`src/rtl/byte_block_packer.sv`:
```
// rtl/byte_block_packer.sv - byte stream to NBYTES-wide block packer with flush
// Bytes fill lanes in arrival order; a full block or in_last moves it to the output register.
module byte_block_packer #(
    parameter int NBYTES    = 16,
    parameter int BYTE_W    = 8,
    parameter bit LSB_FIRST = 1'b0
) (
    input  logic                                clk_i,
    input  logic                                rst_i,
    input  logic                                in_valid_i,
    output logic                                in_ready_o,
    input  logic [BYTE_W-1:0]                   in_data_i,
    input  logic                                in_last_i,
    output logic                                out_valid_o,
    input  logic                                out_ready_i,
    output logic [NBYTES*BYTE_W-1:0]            out_block_o,
    output logic [$clog2(NBYTES+1)-1:0]         out_count_o,
    output logic                                out_partial_o
);

    localparam int CW = $clog2(NBYTES + 1);
    localparam int BW = NBYTES * BYTE_W;

    logic [CW-1:0] cnt_q, cnt_d;
    logic [BW-1:0] acc_q, acc_d;
    logic [BW-1:0] blk_q, blk_d;
    logic [CW-1:0] count_q, count_d;
    logic          partial_q, partial_d;
    logic          valid_q, valid_d;

    logic          accept;
    logic          complete;
    logic [CW-1:0] lane;
    logic [BW-1:0] merged;

    assign in_ready_o = !rst_i && (!valid_q || out_ready_i);
    assign accept     = in_valid_i && in_ready_o;
    assign complete   = accept && (in_last_i || (cnt_q == CW'(NBYTES - 1)));

    // acc only ever holds lanes written in the current block, so unwritten lanes stay zero
    always_comb begin
        lane   = LSB_FIRST ? cnt_q : (CW'(NBYTES - 1) - cnt_q);
        merged = acc_q;
        merged[int'(lane)*BYTE_W +: BYTE_W] = in_data_i;
    end

    always_comb begin
        cnt_d     = cnt_q;
        acc_d     = acc_q;
        blk_d     = blk_q;
        count_d   = count_q;
        partial_d = partial_q;
        valid_d   = valid_q;
        if (valid_q && out_ready_i) begin
            valid_d = 1'b0;
        end
        if (accept) begin
            if (complete) begin
                blk_d     = merged;
                count_d   = cnt_q + 1'b1;
                partial_d = (cnt_q + 1'b1) < CW'(NBYTES);
                valid_d   = 1'b1;
                cnt_d     = '0;
                acc_d     = '0;
            end else begin
                acc_d = merged;
                cnt_d = cnt_q + 1'b1;
            end
        end
    end

    always_ff @(posedge clk_i) begin
        if (rst_i) begin
            cnt_q     <= '0;
            acc_q     <= '0;
            blk_q     <= '0;
            count_q   <= '0;
            partial_q <= 1'b0;
            valid_q   <= 1'b0;
        end else begin
            cnt_q     <= cnt_d;
            acc_q     <= acc_d;
            blk_q     <= blk_d;
            count_q   <= count_d;
            partial_q <= partial_d;
            valid_q   <= valid_d;
        end
    end

    assign out_valid_o   = valid_q;
    assign out_block_o   = blk_q;
    assign out_count_o   = count_q;
    assign out_partial_o = partial_q;

endmodule

```
`config.mk`:
```
export PLATFORM = sky130hd
export DESIGN_NAME = byte_block_packer
export DESIGN_NICKNAME = d
export VERILOG_FILES = /design/src/rtl/byte_block_packer.sv
export SDC_FILE = /design/constraint.sdc
export NUM_CORES = 1
export LEC_CHECK = 0
export ABC_AREA = 0
export CAP_MARGIN = 40
export CELL_PAD_IN_SITES_DETAIL_PLACEMENT = 0
export CELL_PAD_IN_SITES_GLOBAL_PLACEMENT = 2
export CORE_ASPECT_RATIO = 0.7
export CORE_MARGIN = 2
export CORE_UTILIZATION = 31
export CTS_CLUSTER_DIAMETER = 50
export DETAILED_ROUTE_END_ITERATION = 10
export PLACE_DENSITY_LB_ADDON = 0.1
export SLEW_MARGIN = 20
export SYNTH_ARGS = -nofsm -noshare
export SYNTH_HDL_FRONTEND = slang
export SYNTH_SLANG_ARGS = --single-unit
```
`constraint.sdc`:
```
create_clock -name clk_i -period 3.1 [get_ports clk_i]
set_input_delay 0.775 -clock clk_i [delete_from_list [all_inputs] [get_ports clk_i]]
set_output_delay 0.775 -clock clk_i [all_outputs]
set_load 0.02 [all_outputs]
```
==> metrics.txt <==
status completed; Max Cap Violations 0; vias in the first global route between 9k and 10k; post-synthesis compound-gate area fraction 24.92%; fmax 351.1 MHz; GRT overflow 0; final setup violation count 0; drt total wl 41.65 mm; final core occ 41.59%; combinational family with the most area after synthesis compound AO/OA/AOI/OAI gates; die height roughly 160 um; DR pass1 iterations 5; mux contribution to synthesized area 5.102%; Synth cell types 73; Net Count, Synth 1230; Cells after Synth 1215; Post-synth EDFFs 0; Slew Limit Fails 0; Reg power frac 42.2%; critical path class reg2reg; Longest Clk Path Bufs 3; core area 0.03570 sq mm; register area share after synthesis 47.97%; Post-Layout Inst Area 0.01485 sq mm; Worst-Skew Late Latency 520 ps; FFs w/ async S/R, synth 0%; slew margin rel. 43.21%; Clock power frac 49.3%; Period minus WS final 2849 ps; Placed Instance Area 0.01365 sq mm; area grow syn2layout 32.78%; DPL Wire Length 29.90 mm; Slew @ Worst Pin between 800 and 900 ps; pin count of the biggest net entering global routing 64; Std-Cell Rows 58; Initial Util a little under a third; H-tree lvl count 2; yosys warns 0; initial antenna violation count 0; RSZ-0062 raised after global routing false; DP Cell Count ~1.8k; Post-Synth Adder-Cell Area 0.2238%; worst hold start out_count_o[0]; Die Area 0.03763 sq mm; Sink Count 268; Worst Setup SP cnt_q[0]; post-route non-filler standard cell count around 1.9k; hold buffers post-CTS 0; DR WL/cell 21.93 um; setup TNS 0 ps; Main synth FF type dfxtp_1; Setup crit end kind flip-flop; critical-path maximum fanout 9; first-pass GRT wire length 63.01 mm; antenna cells 0; DR vias a little over 10k; Post-Synth XOR/XNOR Area 0.1566%; Root Driver clkbuf_16; routability cong. roughly 0.85; Post-Syn Area 0.01118 sq mm; Post-Synth Simple-Gate Area roughly 15%; CP Data Required Time 3490 ps; cell-internal power 6.346 mW; synthesized area per cell approximately 9 sq um; #FFs+latches synth 268; reg2reg start cnt_q[0]; skew final roughly 14 ps; Peak VDD IR 379.6 uV; I/O Buffers around 150; Pwr per Cell Area 566.0 mW/mm^2; Clock transition at path regs about 60 ps; Post-route DRC 0; initial DRC count about 680; GRT Total Usage 22.01%; Worst Hold Class reg2reg; Net Switching 2.058 mW; vias per cell between 5 and 6; I/O pins ~150; Leakage 5.234 nW; final hold viol count 0; # nets final 1410; Critical Path Source Type flip-flop; Antenna Nets Post-Route 0; Comb power frac 8.5%; critical path data arrival time between 3000 and 4000 ps; share of layout cells above drive strength 1 about 13%; Switching Share 24.49%; CTS tree yes; Tcrit/Tclk final 91.89%; CTS Buf Count 34; Die Width ~230 um
## metal layers
metal	GRT usage, %	vias to the layer above	share of wire [%]
met2	31.60	303	41
met5	0	-	0
li1	-	4857	-
met3	4.132	51	5.7
met4	4.839	0	1.6
met1	33.66	4906	52
## state kept, by name, indices dropped and copies added (netlist names)
register,count
out_count_o,5
acc_q,128
out_partial_o,1
out_block_o,128
out_valid_o,1
cnt_q,5
## cell families (layout without fill, tap and decap cells)
kind of cell	count (synthesis)	in the layout
DFF	268	268
adders and majority gates	2	2
AOI/OAI and AO/OA	376	376
buffers and inverters	167	371
and+or+nand+nor	343	343
muxes	57	57
xor gates and xnor gates	2	2
## synthesized netlist by cell type, drive strengths merged, types with 18 or more instances
cell | n | area, sq um
dfxtp | 268 | 5365
nand2 | 106 | 397.9
nor2 | 90 | 356.6
inv | 67 | 251.5
clkbuf | 66 | 247.7
o21ai | 61 | 312.8
o32ai | 59 | 516.8
mux2i | 57 | 570.6
a21oi | 54 | 289.0
a211oi | 52 | 425.4
nand3 | 37 | 185.2
buf | 34 | 197.7
o2bb2ai | 25 | 219.0
and2 | 22 | 137.6
o22ai | 18 | 112.6
## power groups by stage
stage               sequential, mW  clock (mW)  combinational (mW)
finish                        3.55        4.14               0.716
floorplan                     3.69           0               0.295
CTS                           3.55        4.24               0.716
detailed placement            3.62           0               0.712
global route                  3.55        4.38               0.762
global placement              3.62           0               0.713
## layout make-up
type,count,area (sq um)
Inverter,67,251.5
Clock buffer,48,1027
Tap cell,480,600.6
Multi-Input combinational cell,780,5139
Fill cell,3588,20860
Clock inverter,12,153.9
Sequential cell,268,5365
Timing Repair Buffer,244,2312
## per-stage QoR
step	power, mW	setup WS, ps	hold WS (ps)
floorplan	3.983	240.6	429.1
global placement	4.337	234.8	440.5
detailed placement	4.335	196.4	442.9
CTS	8.506	181.9	455.7
global route	8.699	57.38	475.7
finish	8.404	251.5	452.3
## critical path: stages (launching register included)
cell and delay [ps]:
dfxtp_1 320, ha_1 200, and3_1 190, ha_1 340
nand2b_1 200, nor4b_4 380, buf_4 240, and2_1 360
o21a_1 360, o32ai_1 120
## path summary, 6_finish.rpt
| path | slack, ps | end | cells after the start |
|---|---|---|---|
| worst max-delay path | 250 | acc_q[108] | 9 |
| worst min-delay path | 450 | out_count_o[0] | 2 |
| worst max register to register | 250 | acc_q[108] | 9 |
| worst min register to register | 450 | out_count_o[0] | 2 |
## placed cells by master, fill, tap and decap left out, types with 4 or more instances in the layout
| master | synthesis | final |
|---|---|---|
| a211oi_1 | 45 | 45 |
| a211oi_2 | 7 | 7 |
| a21oi_1 | 51 | 49 |
| a21oi_2 | 2 | 4 |
| a221o_1 | 7 | 7 |
| a221oi_1 | 16 | 16 |
| a22o_1 | 13 | 13 |
| a22oi_1 | 16 | 16 |
| a31oi_1 | 10 | 10 |
| a32o_1 | 11 | 11 |
| and2_1 | 22 | 22 |
| and3_1 | 15 | 15 |
| buf_12 | 0 | 9 |
| buf_4 | 2 | 87 |
| clkbuf_1 | 66 | 5 |
| clkbuf_16 | 0 | 37 |
| clkbuf_8 | 0 | 6 |
| clkdlybuf4s50_1 | 0 | 147 |
| clkinv_2 | 0 | 4 |
| dfxtp_1 | 268 | 268 |
| inv_1 | 67 | 66 |
| mux2i_1 | 57 | 57 |
| nand2_1 | 106 | 106 |
| nand2b_1 | 11 | 11 |
| nand3_1 | 37 | 37 |
| nand4_1 | 11 | 11 |
| nand4b_1 | 4 | 4 |
| nor2_1 | 88 | 88 |
| nor2b_1 | 12 | 12 |
| nor3_1 | 9 | 8 |
| nor4_1 | 4 | 4 |
| o211ai_1 | 9 | 9 |
| o21ai_0 | 54 | 54 |
| o21ai_1 | 5 | 5 |
| o22ai_1 | 18 | 18 |
| o2bb2ai_1 | 25 | 25 |
| o32ai_1 | 59 | 59 |
| or3_1 | 5 | 5 |
## timing repair
item | in CTS | in global routing
setup endpoints to repair | 0 | 9
resized for setup | 0 | 2
buffers inserted | 0 | 0
Power figures use the tool's default switching activity.
